<file path="src/rtl/ldpc_rd_addr_seq_if.sv">
// Scheduler-to-sequencer bus for the LDPC message-RAM read-address sequencer.
// The master is the layer scheduler; the slave is ldpc_rd_addr_seq.
interface ldpc_rd_addr_seq_if #(
    parameter int A_WID = 8,
    parameter int N_OFF = 3,
    parameter int IDX_W = 2
);
    logic                   start;
    logic [A_WID-1:0]       base_addr;
    logic [N_OFF*A_WID-1:0] addr_offset;
    logic [N_OFF-1:0]       off_mask;
    logic                   stall;
    logic                   busy;
    logic                   rd_valid;
    logic [A_WID-1:0]       rd_addr;
    logic [IDX_W-1:0]       rd_idx;
    logic                   done;

    modport master (
        output start, base_addr, addr_offset, off_mask, stall,
        input  busy, rd_valid, rd_addr, rd_idx, done
    );

    modport slave (
        input  start, base_addr, addr_offset, off_mask, stall,
        output busy, rd_valid, rd_addr, rd_idx, done
    );
endinterface

</file>
<file path="src/rtl/ldpc_rd_addr_seq.sv">
// Read-address sequencer: one start latches a base and N_OFF circulant offsets,
// then emits (base + offset) mod Z per slot with mask, stall and done reporting.
module ldpc_rd_addr_seq #(
    parameter int A_WID = 8,
    parameter int N_OFF = 3,
    parameter int Z     = 127,
    parameter int IDX_W = 2
) (
    input  logic                clk,
    input  logic                reset,
    ldpc_rd_addr_seq_if.slave   bus
);
    typedef enum logic {IDLE, RUN} state_t;

    localparam logic [A_WID:0] Z_W = (A_WID+1)'(Z);

    state_t                 state, state_nx;
    logic [IDX_W-1:0]       idx;
    logic [A_WID-1:0]       base_q;
    logic [N_OFF*A_WID-1:0] off_q;
    logic [N_OFF-1:0]       mask_q;

    logic                   accept, advance, last;
    logic [A_WID-1:0]       off_sel, addr_cur;
    logic                   mask_sel;
    logic [A_WID:0]         sum;

    logic                   rd_valid_q, done_q;
    logic [A_WID-1:0]       rd_addr_q;
    logic [IDX_W-1:0]       rd_idx_q;

    assign accept  = (state == IDLE) && bus.start;
    assign advance = (state == RUN) && !bus.stall;
    assign last    = (idx == IDX_W'(N_OFF - 1));

    always_ff @(posedge clk) begin
        if (reset) state <= IDLE;
        else       state <= state_nx;
    end

    always_comb begin
        // NOTE: default first so every path assigns state_nx and no latch is inferred.
        state_nx = state;
        case (state)
            IDLE:    if (bus.start)            state_nx = RUN;
            RUN:     if (!bus.stall && last)   state_nx = IDLE;
            default:                           state_nx = IDLE;
        endcase
    end

    always_comb begin
        bus.busy = (state == RUN);
    end

    // Slot 0 lives in the MSB slice of the offsets and the MSB bit of the mask.
    always_comb begin
        off_sel  = '0;
        mask_sel = 1'b0;
        for (int i = 0; i < N_OFF; i++) begin
            if (idx == IDX_W'(i)) begin
                off_sel  = off_q[(N_OFF-i)*A_WID-1 -: A_WID];
                mask_sel = mask_q[N_OFF-1-i];
            end
        end
    end

    // One conditional subtraction: in-range operands wrap exactly once.
    always_comb begin
        sum      = {1'b0, base_q} + {1'b0, off_sel};
        addr_cur = (sum >= Z_W) ? A_WID'(sum - Z_W) : sum[A_WID-1:0];
    end

    // NOTE: operand registers are only meaningful after an accepted start, so they carry no reset.
    always_ff @(posedge clk) begin
        if (accept) begin
            base_q <= bus.base_addr;
            off_q  <= bus.addr_offset;
            mask_q <= bus.off_mask;
        end
    end

    always_ff @(posedge clk) begin
        if (reset)        idx <= '0;
        else if (accept)  idx <= '0;
        else if (advance) idx <= last ? '0 : idx + 1'b1;
    end

    always_ff @(posedge clk) begin
        if (reset) begin
            rd_valid_q <= 1'b0;
            rd_addr_q  <= '0;
            rd_idx_q   <= '0;
            done_q     <= 1'b0;
        end else if (advance) begin
            rd_valid_q <= mask_sel;
            rd_addr_q  <= mask_sel ? addr_cur : '0;
            rd_idx_q   <= idx;
            done_q     <= last;
        end else if (state == RUN) begin
            // Stalled: report nothing but keep the slot index on the bus.
            rd_valid_q <= 1'b0;
            rd_addr_q  <= '0;
            done_q     <= 1'b0;
        end else begin
            rd_valid_q <= 1'b0;
            rd_addr_q  <= '0;
            rd_idx_q   <= '0;
            done_q     <= 1'b0;
        end
    end

    assign bus.rd_valid = rd_valid_q;
    assign bus.rd_addr  = rd_addr_q;
    assign bus.rd_idx   = rd_idx_q;
    assign bus.done     = done_q;
endmodule

</file>
<file path="src/flat_wrapper.sv">
// flat-port wrapper written by rule: the top's interface ports become plain ports
module ldpc_rd_addr_seq_flat 
#(
    parameter int A_WID = 8,
    parameter int N_OFF = 3,
    parameter int Z     = 127,
    parameter int IDX_W = 2
)
  (clk, reset, bus_start, bus_base_addr, bus_addr_offset, bus_off_mask, bus_stall, bus_busy, bus_rd_valid, bus_rd_addr, bus_rd_idx, bus_done);
  ldpc_rd_addr_seq_if #(.A_WID(A_WID), .N_OFF(N_OFF), .IDX_W(IDX_W)) bus_i ();
  input  logic clk;
  input  logic reset;
  input wire logic [$bits(bus_i.start)-1:0] bus_start;
  input wire logic [$bits(bus_i.base_addr)-1:0] bus_base_addr;
  input wire logic [$bits(bus_i.addr_offset)-1:0] bus_addr_offset;
  input wire logic [$bits(bus_i.off_mask)-1:0] bus_off_mask;
  input wire logic [$bits(bus_i.stall)-1:0] bus_stall;
  output wire logic [$bits(bus_i.busy)-1:0] bus_busy;
  output wire logic [$bits(bus_i.rd_valid)-1:0] bus_rd_valid;
  output wire logic [$bits(bus_i.rd_addr)-1:0] bus_rd_addr;
  output wire logic [$bits(bus_i.rd_idx)-1:0] bus_rd_idx;
  output wire logic [$bits(bus_i.done)-1:0] bus_done;
  assign bus_i.start = bus_start;
  assign bus_i.base_addr = bus_base_addr;
  assign bus_i.addr_offset = bus_addr_offset;
  assign bus_i.off_mask = bus_off_mask;
  assign bus_i.stall = bus_stall;
  assign bus_busy = bus_i.busy;
  assign bus_rd_valid = bus_i.rd_valid;
  assign bus_rd_addr = bus_i.rd_addr;
  assign bus_rd_idx = bus_i.rd_idx;
  assign bus_done = bus_i.done;
  ldpc_rd_addr_seq #(.A_WID(A_WID), .N_OFF(N_OFF), .Z(Z), .IDX_W(IDX_W)) u_core (.clk(clk), .reset(reset), .bus(bus_i));
endmodule
</file>
<file path="config.mk">
export PLATFORM = sky130hd
export DESIGN_NAME = ldpc_rd_addr_seq_flat
export DESIGN_NICKNAME = d
export VERILOG_FILES = /design/src/rtl/ldpc_rd_addr_seq_if.sv /design/src/rtl/ldpc_rd_addr_seq.sv /design/src/flat_wrapper.sv
export SDC_FILE = /design/constraint.sdc
export NUM_CORES = 1
export LEC_CHECK = 0
export ABC_AREA = 1
export BUFFER_PORTS_ARGS = -buffer_cell sky130_fd_sc_hd__buf_2
export CORE_MARGIN = 4
export CORE_UTILIZATION = 45
export CTS_CLUSTER_DIAMETER = 120
export DETAILED_ROUTE_END_ITERATION = 10
export PLACE_DENSITY = 0.76
export SLEW_MARGIN = 0
export SYNTH_ARGS = -nofsm -noshare
export SYNTH_HDL_FRONTEND = slang
export SYNTH_SLANG_ARGS = --single-unit
</file>
<file path="constraint.sdc">
create_clock -name clk -period 3.8 [get_ports clk]
set_input_delay 0.19 -clock clk [delete_from_list [all_inputs] [get_ports clk]]
set_output_delay 0.19 -clock clk [all_outputs]
set_load 0.02 [all_outputs]
</file>
# Word-level counts from Yosys, hierarchy flattened
# Index checks and enable logic that the tools add are counted.
# op_classes
n_addsub	3
n_lt_le_gt_ge	1
eq_ne	3
mux	13
n_bitwise	3
n_reduce_logical	8
# op_table
operator	count
$mux W8	4
$add A8 B8 Y9	1
$ge A9 B7 Y1 const B	1
$sub A8 B7 Y8 const B	1
$mux W2	3
$mux W1	5
$reduce_or A2 Y1	2
$logic_and A1 B1 Y1	3
$not A1 Y1	3
$reduce_or A3 Y1	1
$add A2 B1 Y2 const B	1
$eq A2 B1 Y1 const B	1
$eq A2 B2 Y1 const B	1
$logic_not A2 Y1	1
$ne A2 B2 Y1 const B	1
$pmux W1 S2	1
$logic_not A1 Y1	1
# word_totals
ff_bits	50
inputBits	39
output_inout_bits	13
word_cells	40

# Longest topological paths before layout
# logic_depth
depth_word	7
mapped_depth	18
depth_no_buf	18

# Least setup slack after synthesis
# No wires, ideal clock.
# synth_path
kind	flip-flop to flip-flop
from	register u_core.idx[1]
to	register u_core.rd_addr_q[0] (netlist: u_core.bus.rd_addr[0])
setup_ns	0.113
t_arrival_ns	2.551
t_required_ns	3.687
path_slack_ns	1.136
stages_incl_launch_ff	18
path_buffers	1
period_less_slack_ns	2.664
path_cell_list	dfxtp_1 > inv_1 > clkbuf_1 > a21oi_1 > a221oi_1 > inv_1 > fa_1 > inv_1 > ha_1 > inv_1 > nor2_2 > nand3_1 > nor2_4 > nand3_4 > nand3_4 > nand2_1 > nand2_1 > nor2_1
# synth_between
elab_chain_cells	7
elab_cells_between_ends	15
classes_between	2 x add/sub; 1 x order compare; 2 x eq/ne; 7 x mux; 1 x bitwise; 2 x reduce/logical
# synth_lines
item	line_no	text
start: declaration	ldpc_rd_addr_seq.sv:18	logic [IDX_W-1:0] idx;
start signal: assignment	ldpc_rd_addr_seq.sv:85	else if (advance) idx <= last ? '0 : idx + 1'b1;
$logic_not A2 Y1	ldpc_rd_addr_seq.sv:60	if (idx == IDX_W'(i)) begin
$mux W8 (3 in a row)	ldpc_rd_addr_seq.sv:60	
$add A8 B8 Y9	ldpc_rd_addr_seq.sv:69	sum = {1'b0, base_q} + {1'b0, off_sel};
$sub A8 B7 Y8 or $ge A9 B7 Y1 (tied branches)	ldpc_rd_addr_seq.sv:70	addr_cur = (sum >= Z_W) ? A_WID'(sum - Z_W) : sum[A_WID-1:0];
$mux W8	ldpc_rd_addr_seq.sv:70	
end signal: assignment	ldpc_rd_addr_seq.sv:96	rd_addr_q <= mask_sel ? addr_cur : '0;
end: declaration	ldpc_rd_addr_seq.sv:29	logic [A_WID-1:0] rd_addr_q;
# Several ways; a longest one is shown, not always the timed one.
# A chain may end at the register's enable or synchronous reset.

# Final worst setup path
# layout_path
from	register u_core.idx[0]
to	register u_core.rd_addr_q[1] (netlist: u_core.bus.rd_addr[1])
# The elaborated chain is that of the path after synthesis.

==> metrics.csv <==
stage,metric,value,unit
finish,seqCellArea,1350,um2
yosys,yosysTopAreaCell,edfxtp_1,
yosys,ys_seq_elements,50,
critical_path,cp-end-kind,flop,
critical_path,rrSetupSlack,0.79,ns
yosys,ys_async_sr_fraction,0,%
yosys,postSynthAreaPerCell,10.0,um2
floorplan,die-width,80.8,um
yosys,synth_cells,238,
critical_path,reg2reg_depth,16,
yosys,seq_area_frac_synth,56.6,%
worst_hold_path,min_path_cells,1,
critical_path,cp_slowest_stage_delay,0.48,ns
floorplan,design.die.area,6530,um2
route,dr.pass1.iters,4,
worst_hold_path,min-delay-start,bus_off_mask[0],
timing,min_period_over_period,79.1,%
placed_design,port_buffers,51,
route,wire_per_inst,11.2,um
critical_path,reg2reg_from,u_core.idx[0]$_SDFFE_PP0P_,
critical_path,cp.arrival,3.23,ns
placed_design,place_inst,358,
timing,skew,0.00349,ns
yosys,synth.distinct_cells,27,
timing,fmax,0.333,GHz
clock_network,post_cts_resized,0,
critical_path,start_kind,flop,
route,vias,1727,
route,remaining_drc_errors,0,
power_and_ir_drop,p_per_area,421,nW/um2
route,via_per_inst,4.72,
timing,slew_viol_final,0,
timing,setup_slack,0.794,ns
grt,grt_max_degree,37,
yosys,synth_most_common_cell,nand2_1,
placed_design,place_hpwl,3270,um
clock_network,cts_setup_buffers,0,
yosys,synthTopCellsByCount,"nand2_1, edfxtp_1, inv_1, nand3_1, dfxtp_1",
timing,hold_violations,0,
clock_network,cts_tree,done,
grt,grt.overflow.total,0,
finish,fin_cells,366,
floorplan,pin_count,52,
grt,grt_pass1_vias,1628,
job,drv_cap,0,
yosys,yosys_warnings,0,
clock_network,clock-sinks,50,
status,status,"complete, no violations",
floorplan,initial_core_util,46.4,%
yosys,ys_top_cells_by_area,"edfxtp_1, dfxtp_1, nand2_1",
yosys,synth_top_area_share,44.0,%
power_and_ir_drop,p_leak,1.27,nW
placed_design,dpl_cell_area,2730,um2
finish,multi_input_area,907,um2
critical_path,path_delay_family,simple AND/OR/NAND/NOR gates,
timing,fin_tns_setup,0,ns
route,highest_layer,met4,
finish,area_growth,18.6,%
route,drt_wl_total,4110,um
route,wl_met2,1960,um
route,antenna_left,0,
finish,post-route-cell-area,2830,um2
clock_network,hold_buffers,0,
clock_network,cts-root-buf,clkbuf_8,
yosys,synthFlopType,edfxtp_1,
grt,grt_use_total,13.4,%
critical_path,critPathRequiredTime,4.02,ns
timing,holdWs,0.0612,ns
clock_network,numCtsBuffers,5,
route,drt-met1-wl,1840,um
critical_path,crit_top_cell,inv_1,
yosys,syn_nets,288,
clock_network,clock_path_buffers,2,
critical_path,path_buf_inv,3,
floorplan,rows,26,
yosys,synth_edf_count,35,
finish,final_nets,345,
placed_design,post-place-ws,0.802,ns
finish,drive_above_1_share,28.4,%
worst_hold_path,hold_path_end,u_core.mask_q[0]$_DFFE_PP_,
clock_network,clk_pin_slew_worst_paths,0.09,ns
finish,antenna_cells,0,
grt,grt_pass1_wl,6870,um
yosys,synthesis.area,2390,um2
floorplan,chipHeight,80.8,um
placed_design,routabilityCongestion,0.859,
clock_network,htree_levels,2,
finish,n_fill_cell,485,
critical_path,cp_max_fo,12,
route,wl_met3,275,um
timing,grt_setup_unrepaired,no,
critical_path,crit_chain,"nor2_1, nand2_1, nand3_1, ha_1, inv_1, fa_1, inv_1, ha_1, inv_1, nor2_2, nand3_1, nor2_4, nand3_4, nand3_4, nand2_1, a21oi_1",
worst_hold_path,hp-class,in -> reg,
timing,tightestPinTransition,0.529,ns
grt,antenna_found_initial,0,
clock_network,clkLatencyLatePin,0.30,ns
timing,setup_viol,0,
route,drt-initial-drc-count,38,
critical_path,r2r_end,u_core.bus.rd_addr[1]$_SDFF_PP0_,
floorplan,core_area,5140,um2
power_and_ir_drop,vdd_drop_max,270,uV
critical_path,critPathKind,reg -> reg,
timing,fin_crit,3.01,ns
timing,relSlewSlack,64.6,%
critical_path,cp_slowest_cell,nor2_1,
-- registers in the layout, summed over array words and instances, names as in the netlist --
name and cells:
u_core.mask_q 3, u_core.bus.rd_valid 1, u_core.base_q 8, u_core.idx 2, u_core.bus.busy 1, u_core.bus.rd_addr 8
u_core.off_q 24, u_core.bus.done 1, u_core.bus.rd_idx 2
-- cell families (layout without fill, tap and decap cells) --
kind of cell               count (synthesis)  in the layout  synth area share (%)
adders and majority gates                 11             11                  6.08
and+or+nand+nor                          119            119                  25.7
xor gates and xnor gates                   5              5                  1.83
AOI/OAI and AO/OA                         18             18                  4.25
DFF                                       50             50                  56.6
buffers and inverters                     35             93                  5.50
-- report_power, final --
| part | internal (mW) | switching [mW] | leakage (nW) |
|---|---|---|---|
| logic | 0.0925 | 0.154 | 0.768 |
| registers | 0.612 | 0.00980 | 0.455 |
| clock network | 0.150 | 0.175 | 0.0478 |
-- final cells by class --
class | count | area share (%)
flip-flops and latches | 50 | 47.7
multi-input cells | 153 | 32.0
well taps | 70 | 3.09
clock inverters | 2 | 0.574
inverters | 33 | 4.37
repair buffers | 52 | 9.28
clock buffers | 6 | 2.92
-- worst max path at each step --
stage                          startpoint                                to  slack, ns  depth (start not counted)
3_5_place_dp   u_core.idx[0]$_SDFFE_PP0P_  u_core.bus.rd_addr[0]$_SDFF_PP0_       0.80                         15
2_1_floorplan  u_core.idx[1]$_SDFFE_PP0P_  u_core.bus.rd_addr[0]$_SDFF_PP0_       1.14                         17
3_3_place_gp   u_core.idx[0]$_SDFFE_PP0P_  u_core.bus.rd_addr[0]$_SDFF_PP0_       0.93                         15
4_1_cts        u_core.idx[0]$_SDFFE_PP0P_  u_core.bus.rd_addr[1]$_SDFF_PP0_       0.78                         14
6_report       u_core.idx[0]$_SDFFE_PP0P_  u_core.bus.rd_addr[1]$_SDFF_PP0_       0.79                         16
5_1_grt        u_core.idx[0]$_SDFFE_PP0P_  u_core.bus.rd_addr[4]$_SDFF_PP0_       0.40                         16
-- stage by stage --
stage | power, mW | utilization, %
6_report | 1.19 | 55.1
5_1_grt | 1.26 | 55.1
2_1_floorplan | 0.821 | -
4_1_cts | 1.21 | 55.1
3_5_place_dp | 0.881 | 53.2
3_3_place_gp | 0.876 | 53.2
-- cells in the final DEF (no fill, tap or decap) --
cell type | Yosys | routed
buf_2 | 0 | 51
inv_1 | 29 | 29
nand2_4 | 1 | 1
inv_2 | 3 | 3
fa_1 | 1 | 1
xor2_1 | 5 | 5
nand2_1 | 51 | 51
nand3_4 | 3 | 3
nor4_1 | 1 | 1
nand2_2 | 9 | 9
edfxtp_1 | 35 | 35
ha_1 | 10 | 10
nor2_2 | 3 | 4
o22ai_1 | 1 | 1
nor3b_1 | 1 | 1
nand3b_2 | 1 | 1
clkinv_1 | 1 | 1
nor2_1 | 12 | 11
nor2_4 | 3 | 3
nand3_1 | 26 | 26
buf_4 | 0 | 1
a21oi_1 | 14 | 14
clkinvlp_4 | 0 | 1
inv_6 | 0 | 1
and2_1 | 1 | 1
dfxtp_1 | 15 | 15
clkbuf_8 | 0 | 6
a221oi_1 | 2 | 2
nand4_1 | 7 | 7
o211ai_1 | 1 | 1
-- routing by layer --
layer,up-vias,GRT usage [%]
met4,0,4.39
met2,51,22.7
met3,6,4.10
li1,912,-
met5,-,0
met1,758,16.4
No activity file was read; power rests on OpenSTA's default activity.
